[src/rtl/cpu_defs_pkg.sv]
// Shared definitions for the MIPS back-end pipeline registers.
//
// Holds the datapath widths, the reset / exception-entry PC constants, the
// packed layouts of the M and W stage bundles, and the remaining-latency
// decrement helper used when an instruction advances from E into M.
package cpu_defs;

  localparam int WORD_W = 32;
  localparam int REG_W  = 5;
  localparam int TNEW_W = 2;
  localparam int EXC_W  = 5;

  localparam logic [WORD_W-1:0] RESET_PC = 32'h0000_3000;
  localparam logic [WORD_W-1:0] EXC_PC   = 32'h0000_4180;
  localparam logic [EXC_W-1:0]  EXC_NONE = 5'd0;

  // pc is the first member, so it occupies the top WORD_W bits of the
  // packed bundle. The reset / clear constants in the top rely on that.
  typedef struct packed {
    logic [WORD_W-1:0] pc;
    logic [WORD_W-1:0] instr;
    logic [WORD_W-1:0] alu_result;
    logic [WORD_W-1:0] store_data;
    logic [REG_W-1:0]  a3;
    logic [REG_W-1:0]  rt;
    logic              reg_write;
    logic [TNEW_W-1:0] tnew;
    logic [EXC_W-1:0]  exc_code;
    logic              bd;
  } m_bundle_t;

  typedef struct packed {
    logic [WORD_W-1:0] pc;
    logic [WORD_W-1:0] instr;
    logic [WORD_W-1:0] alu_result;
    logic [WORD_W-1:0] mem_rd;
    logic [REG_W-1:0]  a3;
    logic              reg_write;
  } w_bundle_t;

  // One stage of latency is consumed per boundary; stop at zero instead of
  // wrapping, so a ready result never looks like a three-cycle producer.
  function automatic logic [TNEW_W-1:0] tnew_dec(input logic [TNEW_W-1:0] t);
    if (t == '0) begin
      return '0;
    end
    return t - 1'b1;
  endfunction

endpackage

[src/rtl/mw_pipe_regs_stage_reg.sv]
// Generic pipeline-stage register.
//
// Ports:
//   clk    rising-edge clock
//   rst_n  synchronous active-low reset, loads RST_VAL
//   clr    synchronous clear (bubble insertion), loads CLR_VAL
//   hold   keep the current contents (stall)
//   d      next-stage value captured on a normal advance
//   q      registered stage contents
//
// Priority per edge: rst_n low > clr > hold > load d.
module stage_reg #(
  parameter int           W       = 1,
  parameter logic [W-1:0] RST_VAL = '0,
  parameter logic [W-1:0] CLR_VAL = '0
) (
  input  logic         clk,
  input  logic         rst_n,
  input  logic         clr,
  input  logic         hold,
  input  logic [W-1:0] d,
  output logic [W-1:0] q
);

  logic [W-1:0] data_d;
  logic [W-1:0] data_q;

  always_comb begin
    data_d = d;
    if (!rst_n) begin
      data_d = RST_VAL;
    end else if (clr) begin
      data_d = CLR_VAL;
    end else if (hold) begin
      data_d = data_q;
    end
  end

  always_ff @(posedge clk) begin
    data_q <= data_d;
  end

  assign q = data_q;

endmodule

[src/rtl/mw_pipe_regs.sv]
// E->M and M->W pipeline register bank of the 5-stage MIPS core.
//
// Ports:
//   clk, reset      rising-edge clock, synchronous active-low reset
//   Req             exception/interrupt request: both stages become bubbles
//                   whose PC is the handler entry
//   Freeze          hold both stages (bus wait); loses to Req and reset
//   E_*             fields produced by the E stage
//   M_MemRD         load data already extended, captured into W
//   M_*             registered M-stage fields
//   W_*             registered W-stage fields
//
// Every output comes straight from a flop; no input reaches an output
// combinationally. A3 and Tnew are normalised before entering M so that a
// non-writing instruction can never be matched by the forwarding unit.
module mw_pipe_regs
  import cpu_defs::*;
#(
  parameter logic [31:0] RESET_PC = cpu_defs::RESET_PC,
  parameter logic [31:0] EXC_PC   = cpu_defs::EXC_PC
) (
  input  logic        clk,
  input  logic        reset,
  input  logic        Req,
  input  logic        Freeze,
  input  logic [31:0] E_PC,
  input  logic [31:0] E_Instr,
  input  logic [31:0] E_ALUResult,
  input  logic [31:0] E_StoreData,
  input  logic [4:0]  E_A3,
  input  logic [4:0]  E_Rt,
  input  logic        E_RegWrite,
  input  logic [1:0]  E_Tnew,
  input  logic [4:0]  E_ExcCode,
  input  logic        E_BD,
  input  logic [31:0] M_MemRD,
  output logic [31:0] M_PC,
  output logic [31:0] M_Instr,
  output logic [31:0] M_ALUResult,
  output logic [31:0] M_StoreData,
  output logic [4:0]  M_A3,
  output logic [4:0]  M_Rt,
  output logic        M_RegWrite,
  output logic [1:0]  M_Tnew,
  output logic [4:0]  M_ExcCode,
  output logic        M_BD,
  output logic [31:0] W_PC,
  output logic [31:0] W_Instr,
  output logic [31:0] W_ALUResult,
  output logic [31:0] W_MemRD,
  output logic [4:0]  W_A3,
  output logic        W_RegWrite
);

  localparam int M_W = $bits(m_bundle_t);
  localparam int W_W = $bits(w_bundle_t);

  // Reset and flush values: only the PC (top bits) is non-zero.
  localparam logic [M_W-1:0] M_RST_VAL = {RESET_PC, {(M_W-WORD_W){1'b0}}};
  localparam logic [M_W-1:0] M_CLR_VAL = {EXC_PC,   {(M_W-WORD_W){1'b0}}};
  localparam logic [W_W-1:0] W_RST_VAL = {RESET_PC, {(W_W-WORD_W){1'b0}}};
  localparam logic [W_W-1:0] W_CLR_VAL = {EXC_PC,   {(W_W-WORD_W){1'b0}}};

  m_bundle_t m_d;
  m_bundle_t m_q;
  w_bundle_t w_d;
  w_bundle_t w_q;

  // E -> M: capture E fields, normalising A3/Tnew for non-writers
  always_comb begin
    m_d            = '0;
    m_d.pc         = E_PC;
    m_d.instr      = E_Instr;
    m_d.alu_result = E_ALUResult;
    m_d.store_data = E_StoreData;
    m_d.rt         = E_Rt;
    m_d.reg_write  = E_RegWrite;
    m_d.exc_code   = E_ExcCode;
    m_d.bd         = E_BD;
    if (E_RegWrite) begin
      m_d.a3   = E_A3;
      m_d.tnew = tnew_dec(E_Tnew);
    end else begin
      m_d.a3   = '0;
      m_d.tnew = '0;
    end
  end

  stage_reg #(
    .W       (M_W),
    .RST_VAL (M_RST_VAL),
    .CLR_VAL (M_CLR_VAL)
  ) u_m_stage (
    .clk   (clk),
    .rst_n (reset),
    .clr   (Req),
    .hold  (Freeze),
    .d     (m_d),
    .q     (m_q)
  );

  // M -> W: W inherits the already-normalised A3 and carries no Tnew
  always_comb begin
    w_d            = '0;
    w_d.pc         = m_q.pc;
    w_d.instr      = m_q.instr;
    w_d.alu_result = m_q.alu_result;
    w_d.mem_rd     = M_MemRD;
    w_d.a3         = m_q.a3;
    w_d.reg_write  = m_q.reg_write;
  end

  stage_reg #(
    .W       (W_W),
    .RST_VAL (W_RST_VAL),
    .CLR_VAL (W_CLR_VAL)
  ) u_w_stage (
    .clk   (clk),
    .rst_n (reset),
    .clr   (Req),
    .hold  (Freeze),
    .d     (w_d),
    .q     (w_q)
  );

  assign M_PC        = m_q.pc;
  assign M_Instr     = m_q.instr;
  assign M_ALUResult = m_q.alu_result;
  assign M_StoreData = m_q.store_data;
  assign M_A3        = m_q.a3;
  assign M_Rt        = m_q.rt;
  assign M_RegWrite  = m_q.reg_write;
  assign M_Tnew      = m_q.tnew;
  assign M_ExcCode   = m_q.exc_code;
  assign M_BD        = m_q.bd;

  assign W_PC        = w_q.pc;
  assign W_Instr     = w_q.instr;
  assign W_ALUResult = w_q.alu_result;
  assign W_MemRD     = w_q.mem_rd;
  assign W_A3        = w_q.a3;
  assign W_RegWrite  = w_q.reg_write;

endmodule

[config.mk]
export PLATFORM = sky130hd
export DESIGN_NAME = mw_pipe_regs
export DESIGN_NICKNAME = d
export VERILOG_FILES = /design/src/rtl/cpu_defs_pkg.sv /design/src/rtl/mw_pipe_regs_stage_reg.sv /design/src/rtl/mw_pipe_regs.sv
export SDC_FILE = /design/constraint.sdc
export NUM_CORES = 1
export LEC_CHECK = 0
export CAP_MARGIN = 20
export CORE_AREA = 2 2 182 184
export CTS_BUF_LIST = sky130_fd_sc_hd__clkbuf_8 sky130_fd_sc_hd__clkbuf_16
export CTS_CLUSTER_SIZE = 10
export DETAILED_ROUTE_END_ITERATION = 10
export DIE_AREA = 0 0 184 186
export HOLD_SLACK_MARGIN = 0.06
export PLACE_DENSITY = 0.66
export SYNTH_ARGS = -nofsm -noshare
export SYNTH_HDL_FRONTEND = slang
export SYNTH_SLANG_ARGS = --single-unit
[constraint.sdc]
create_clock -name clk -period 2 [get_ports clk]
set_input_delay 0.3 -clock clk [delete_from_list [all_inputs] [get_ports clk]]
set_output_delay 0.3 -clock clk [all_outputs]
set_load 0.02 [all_outputs]
# After elaboration in Yosys (flattened, before gate mapping)
# Cells that the tools add are included.
[word_totals] ff_bits=281 inputBits=183 out_inout_bits=281 wordCells=19
[classes] add_sub_neg=1 n_eq_ne=1 n_mux=10 bitwise_logic=1 reduce_logical=2
[ops] operator="130-bit two-way mux" n=2
[ops] operator="117-bit two-way mux" n=2
[ops] operator="2-bit two-way mux" n=3
[ops] operator="5-bit two-way mux" n=1
[ops] operator="2-bit zero test" n=1
[ops] operator="1-bit two-way mux" n=2
[ops] operator="2-bit inequality test, second input constant" n=1
[ops] operator="2-bit OR reduction" n=1
[ops] operator="2-bit by 1-bit subtractor with 2-bit output, second input constant" n=1
[ops] operator="1-bit inverter" n=1

# Logic depth before layout (Yosys ltp)
[depth] word_depth=7 mapped_depth=5 depth_no_buf=2

# Cells and area by module
# A second synthesis with hierarchy kept.
[hier_totals] hier_cells=913 hier_area_um2=10233.6
[modules_own_cells] module="stage_reg (u_m_stage)" instances=1 cells_per_inst=474 area_per_inst_um2=5320.1 seq_area_each_um2=2942.8
[modules_own_cells] module="stage_reg (u_w_stage)" instances=1 cells_per_inst=432 area_per_inst_um2=4860.9 seq_area_each_um2=2682.6
[modules_own_cells] module="mw_pipe_regs" instances=1 cells_per_inst=7 area_per_inst_um2=52.6 seq_area_each_um2=0.0

# Worst setup path after synthesis
# No wires, ideal clock.
[synth_timing] path_type="input port to flip-flop" start="in Freeze" end="reg u_w_stage.data_q[109] (netlist: u_w_stage.q[109])" setup_time_ns=0.115 t_arrival_ns=1.011 required_ns=1.885 setup_slack_ns=0.874 cell_stages=4 cell_sequence="buf_6 buf_8 mux2_4 o21a_1"
[synth_between] elab_chain_cells=1
[synth_lines] item="start: declaration" line_no="mw_pipe_regs.sv:25" rtl="input logic Freeze,"
[synth_lines] item="2-bit inequality test (no source line)"
[synth_lines] item="end signal: assignment" line_no="mw_pipe_regs_stage_reg.sv:40" rtl="data_q <= data_d;"
[synth_lines] item="end: declaration" line_no="mw_pipe_regs_stage_reg.sv:26" rtl="logic [W-1:0] data_q;"
# No other way between the ends.
# A chain may end at the register's enable or synchronous reset.

# Final worst setup path
[layout_timing] start="reg u_m_stage.data_q[88] (netlist: u_m_stage.q[88])" end="out M_Instr[5]"
[layout_rtl] item="start: declaration" line_no="mw_pipe_regs_stage_reg.sv:26"
[layout_rtl] item="start signal: assignment" line_no="mw_pipe_regs_stage_reg.sv:40"
[layout_rtl] item="end: declaration" line_no="mw_pipe_regs.sv:38" rtl="output logic [31:0] M_Instr,"
# No word-level cell between the ends.

==> run summary <==
The number of antenna violations at the first check in global routing came out at 0. The final setup violation count is 0. Synthesis handed over a netlist of 916 instances.

The number of different library cells in the post-synthesis netlist is 18. The per-cell via count in the routed design is 4.44. The number of antenna diodes came out at 0. The top-level port count came out at 464.

The final hold violation count came out at 0. Gates resized during post-CTS repair numbered 0. For the finished layout, the period the worst path requires is 1.84 ns.

The final sum of negative setup slack came out at 0 ns. The detailed-routing iteration count for the pre-antenna-repair pass came out at 4. The post-synthesis instance area is 0.0101 mm². The count of synthesis-stage warnings from yosys is 0.

In the routed design, unresolved DRC markers number 0. The post-layout net count is 1565. The relative slew slack is 70.1%.

The cell count after placement is 1754. The average instance area after synthesis is 11.0 µm². The max-capacitance violation count came out at 0. The die is 184 µm wide. The post-synthesis sequential area ratio came out at 55.8%.

The cell family contributing the most delay on the critical path is buffers and inverters. When the netlist entered floorplanning its net count stood at 1099. The half-perimeter wire length of the detailed placement result came out at 21300 µm. The tree is rooted in a clkbuf_16.

The power per cell area came out at 796 mW/mm². Entering global routing, the biggest net connects 63 pins. The run finished with clean final reports. The kind of path behind the tightest hold check is in -> reg. The fraction of the cycle the final worst path needs is 92.1%. The count of buffers inserted at the top-level ports came out at 463. The CTS buffer count came out at 34. The global routing usage summed across all routing layers came out at 16.0%.

The overflow left after global routing is 0. Static timing analysis puts the maximum clock frequency at 543 MHz. The routed wire length came out at 29100 µm. The post-detailed-route wirelength per cell is 16.2 µm. The total number of vias is 7983. The violation count after the first detailed-routing iteration is 226. Sorting the synthesized cells by area gives the leading types as dfxtp_1 (56%), mux2i_1 (27%), nor2_1 (9.8%). The effective utilization at floorplan is 31.3%. The number of clock sinks came out at 281. The die covers 0.0342 mm². The routability-driven placement congestion ratio came out at 0.721. The largest driver fanout on the critical path is 3. Clock skew on the completed layout was measured at 0.0129 ns.

STA classifies the critical path endpoint as a primary output. Once detail routing completed, the nets flagged for antenna violations numbered 0. The number of buffers and inverters on the critical path is 1.

The area of the core is 0.0322 mm². The setup path with the least slack is of type reg -> out. The clock latency reported for the late side of the worst-skew pair came out at 0.50 ns. The data required time at the worst endpoint is 1.70 ns. Yosys instantiated no cell more often than dfxtp_1.

Traced cell by cell, the critical path runs through clkdlybuf4s50_1. The fraction of synthesized cell area taken by the top area cell type came out at 55.8%. STA classifies the critical path startpoint as a flop. From bottom edge to top edge, the die measures 186 µm. The maximum ir drop on the vdd rail is 0.000589 V. Counting flops with an async set or reset pin after synthesis yields a share of 0%.

In the final layout, the share of cells above drive strength 1 is 5.61%. The area growth from synthesis to final layout is 59.7%. Counting flops and latches in the post-synthesis netlist gives 281. Among all flip-flop cells after synthesis, the most frequent one is dfxtp_1. The via count of the first global-routing pass was 7923. The worst-margin pin slew is 0.448 ns. The leakage power figure came out at 6.60 nW. The number of rows created at floorplan came out at 66. The biggest area contributor in the post-synthesis netlist is dfxtp_1. The post-CTS clock slew at the launch and capture registers of the worst setup and hold paths came out at 0.05 ns. Data arrives at the worst endpoint at 1.54 ns. TritonCTS built the clock tree. The hold buffer count at CTS is 0. The count of buffers added by post-CTS timing repair for setup came out at 0. The max-slew violation count is 0.

The largest individual stage delay along the critical path comes from the cell clkdlybuf4s50_1. CTS built an H-tree with a depth of 2. The post-route non-filler standard cell count is 1798. Yosys mapped a number of flops with a built-in enable equal to 0.

Setup repair after global routing left no endpoint under its margin. The first-pass GRT wire length is 43100 µm. The number of buffers on the longest clock path came out at 3. Ranked by instance count, the synthesized netlist is headed by dfxtp_1 (281), mux2i_1 (268), nor2_1 (264). For this run, the slowest stage of the critical path takes 0.67 ns.
-- logic make-up after synthesis --
group,count (synthesis),synth area share (%)
compound gates,17,0.993
mux,274,27.4
buf+inv,65,5.09
flops,281,55.8
simple gates,279,10.7
-- per-layer routing --
| layer | track usage [%] | wire length (µm) |
|---|---|---|
| met2 | 27.8 | 13700 |
| met1 | 17.2 | 11200 |
| met4 | 5.18 | 712 |
| met5 | 0 | 0 |
| met3 | 7.69 | 3520 |
-- power breakdown --
| part | internal [mW] | total (mW) | switching [mW] | leakage [nW] |
|---|---|---|---|---|
| registers | 5.75 | 5.84 | 0.0947 | 2.28 |
| clock network | 3.25 | 5.43 | 2.18 | 0.492 |
| logic | 0.865 | 1.53 | 0.669 | 3.83 |
-- final cells by class --
type	instances	area, µm²
repair buffers	495	5050
well taps	408	510
clock inverters	7	27.5
fillers	2967	16100
flip-flops and latches	281	5630
clock buffers	37	926
multi-input cells	570	3950
-- state kept, by name (all words and copies together) (netlist names) --
signal       cells
u_m_stage.q    147
u_w_stage.q    134
-- cell usage in the layout (no fill, tap or decap) --
cell	instances
a21oi_1	7
buf_12	14
buf_4	18
buf_8	1
clkbuf_16	37
clkdlybuf4s50_1	462
clkinv_2	1
dfxtp_1	281
inv_1	6
mux2_2	4
mux2_4	2
mux2i_1	268
nand2_1	7
nand2b_4	1
nand3b_1	5
nand4b_1	1
nand4bb_1	1
nor2_1	264
o21a_1	6
o21ai_0	4
-- stage by stage --
stage	hold slack (ns)	setup WS, ns	utilization, %	total power [mW]	instance area, µm²
finish	0.272	0.157	50.0	12.8	16100
global route	0.287	0.0987	50.0	13.3	16100
CTS	0.254	0.108	50.0	13.0	16100
detailed placement	0.464	0.361	47.0	7.50	15100
global placement	0.452	0.385	47.0	7.49	15100
floorplan	0.444	0.874	-	6.71	10100
-- final timing paths --
check	startpoint	end	slack, ns	depth (start not counted)
worst min-delay path	Freeze	u_m_stage.q[4]$_SDFFE_PP0N_	0.27	3
worst min register to register	u_m_stage.q[7]$_SDFFE_PP0N_	u_m_stage.q[7]$_SDFFE_PP0N_	0.47	2
worst max register to register	u_m_stage.q[122]$_SDFFE_PN0P_	u_m_stage.q[122]$_SDFFE_PN0P_	1.13	2
worst max-delay path	u_m_stage.q[88]$_SDFFE_PP0N_	M_Instr[5]	0.16	1
Power figures use the tool's default switching activity.
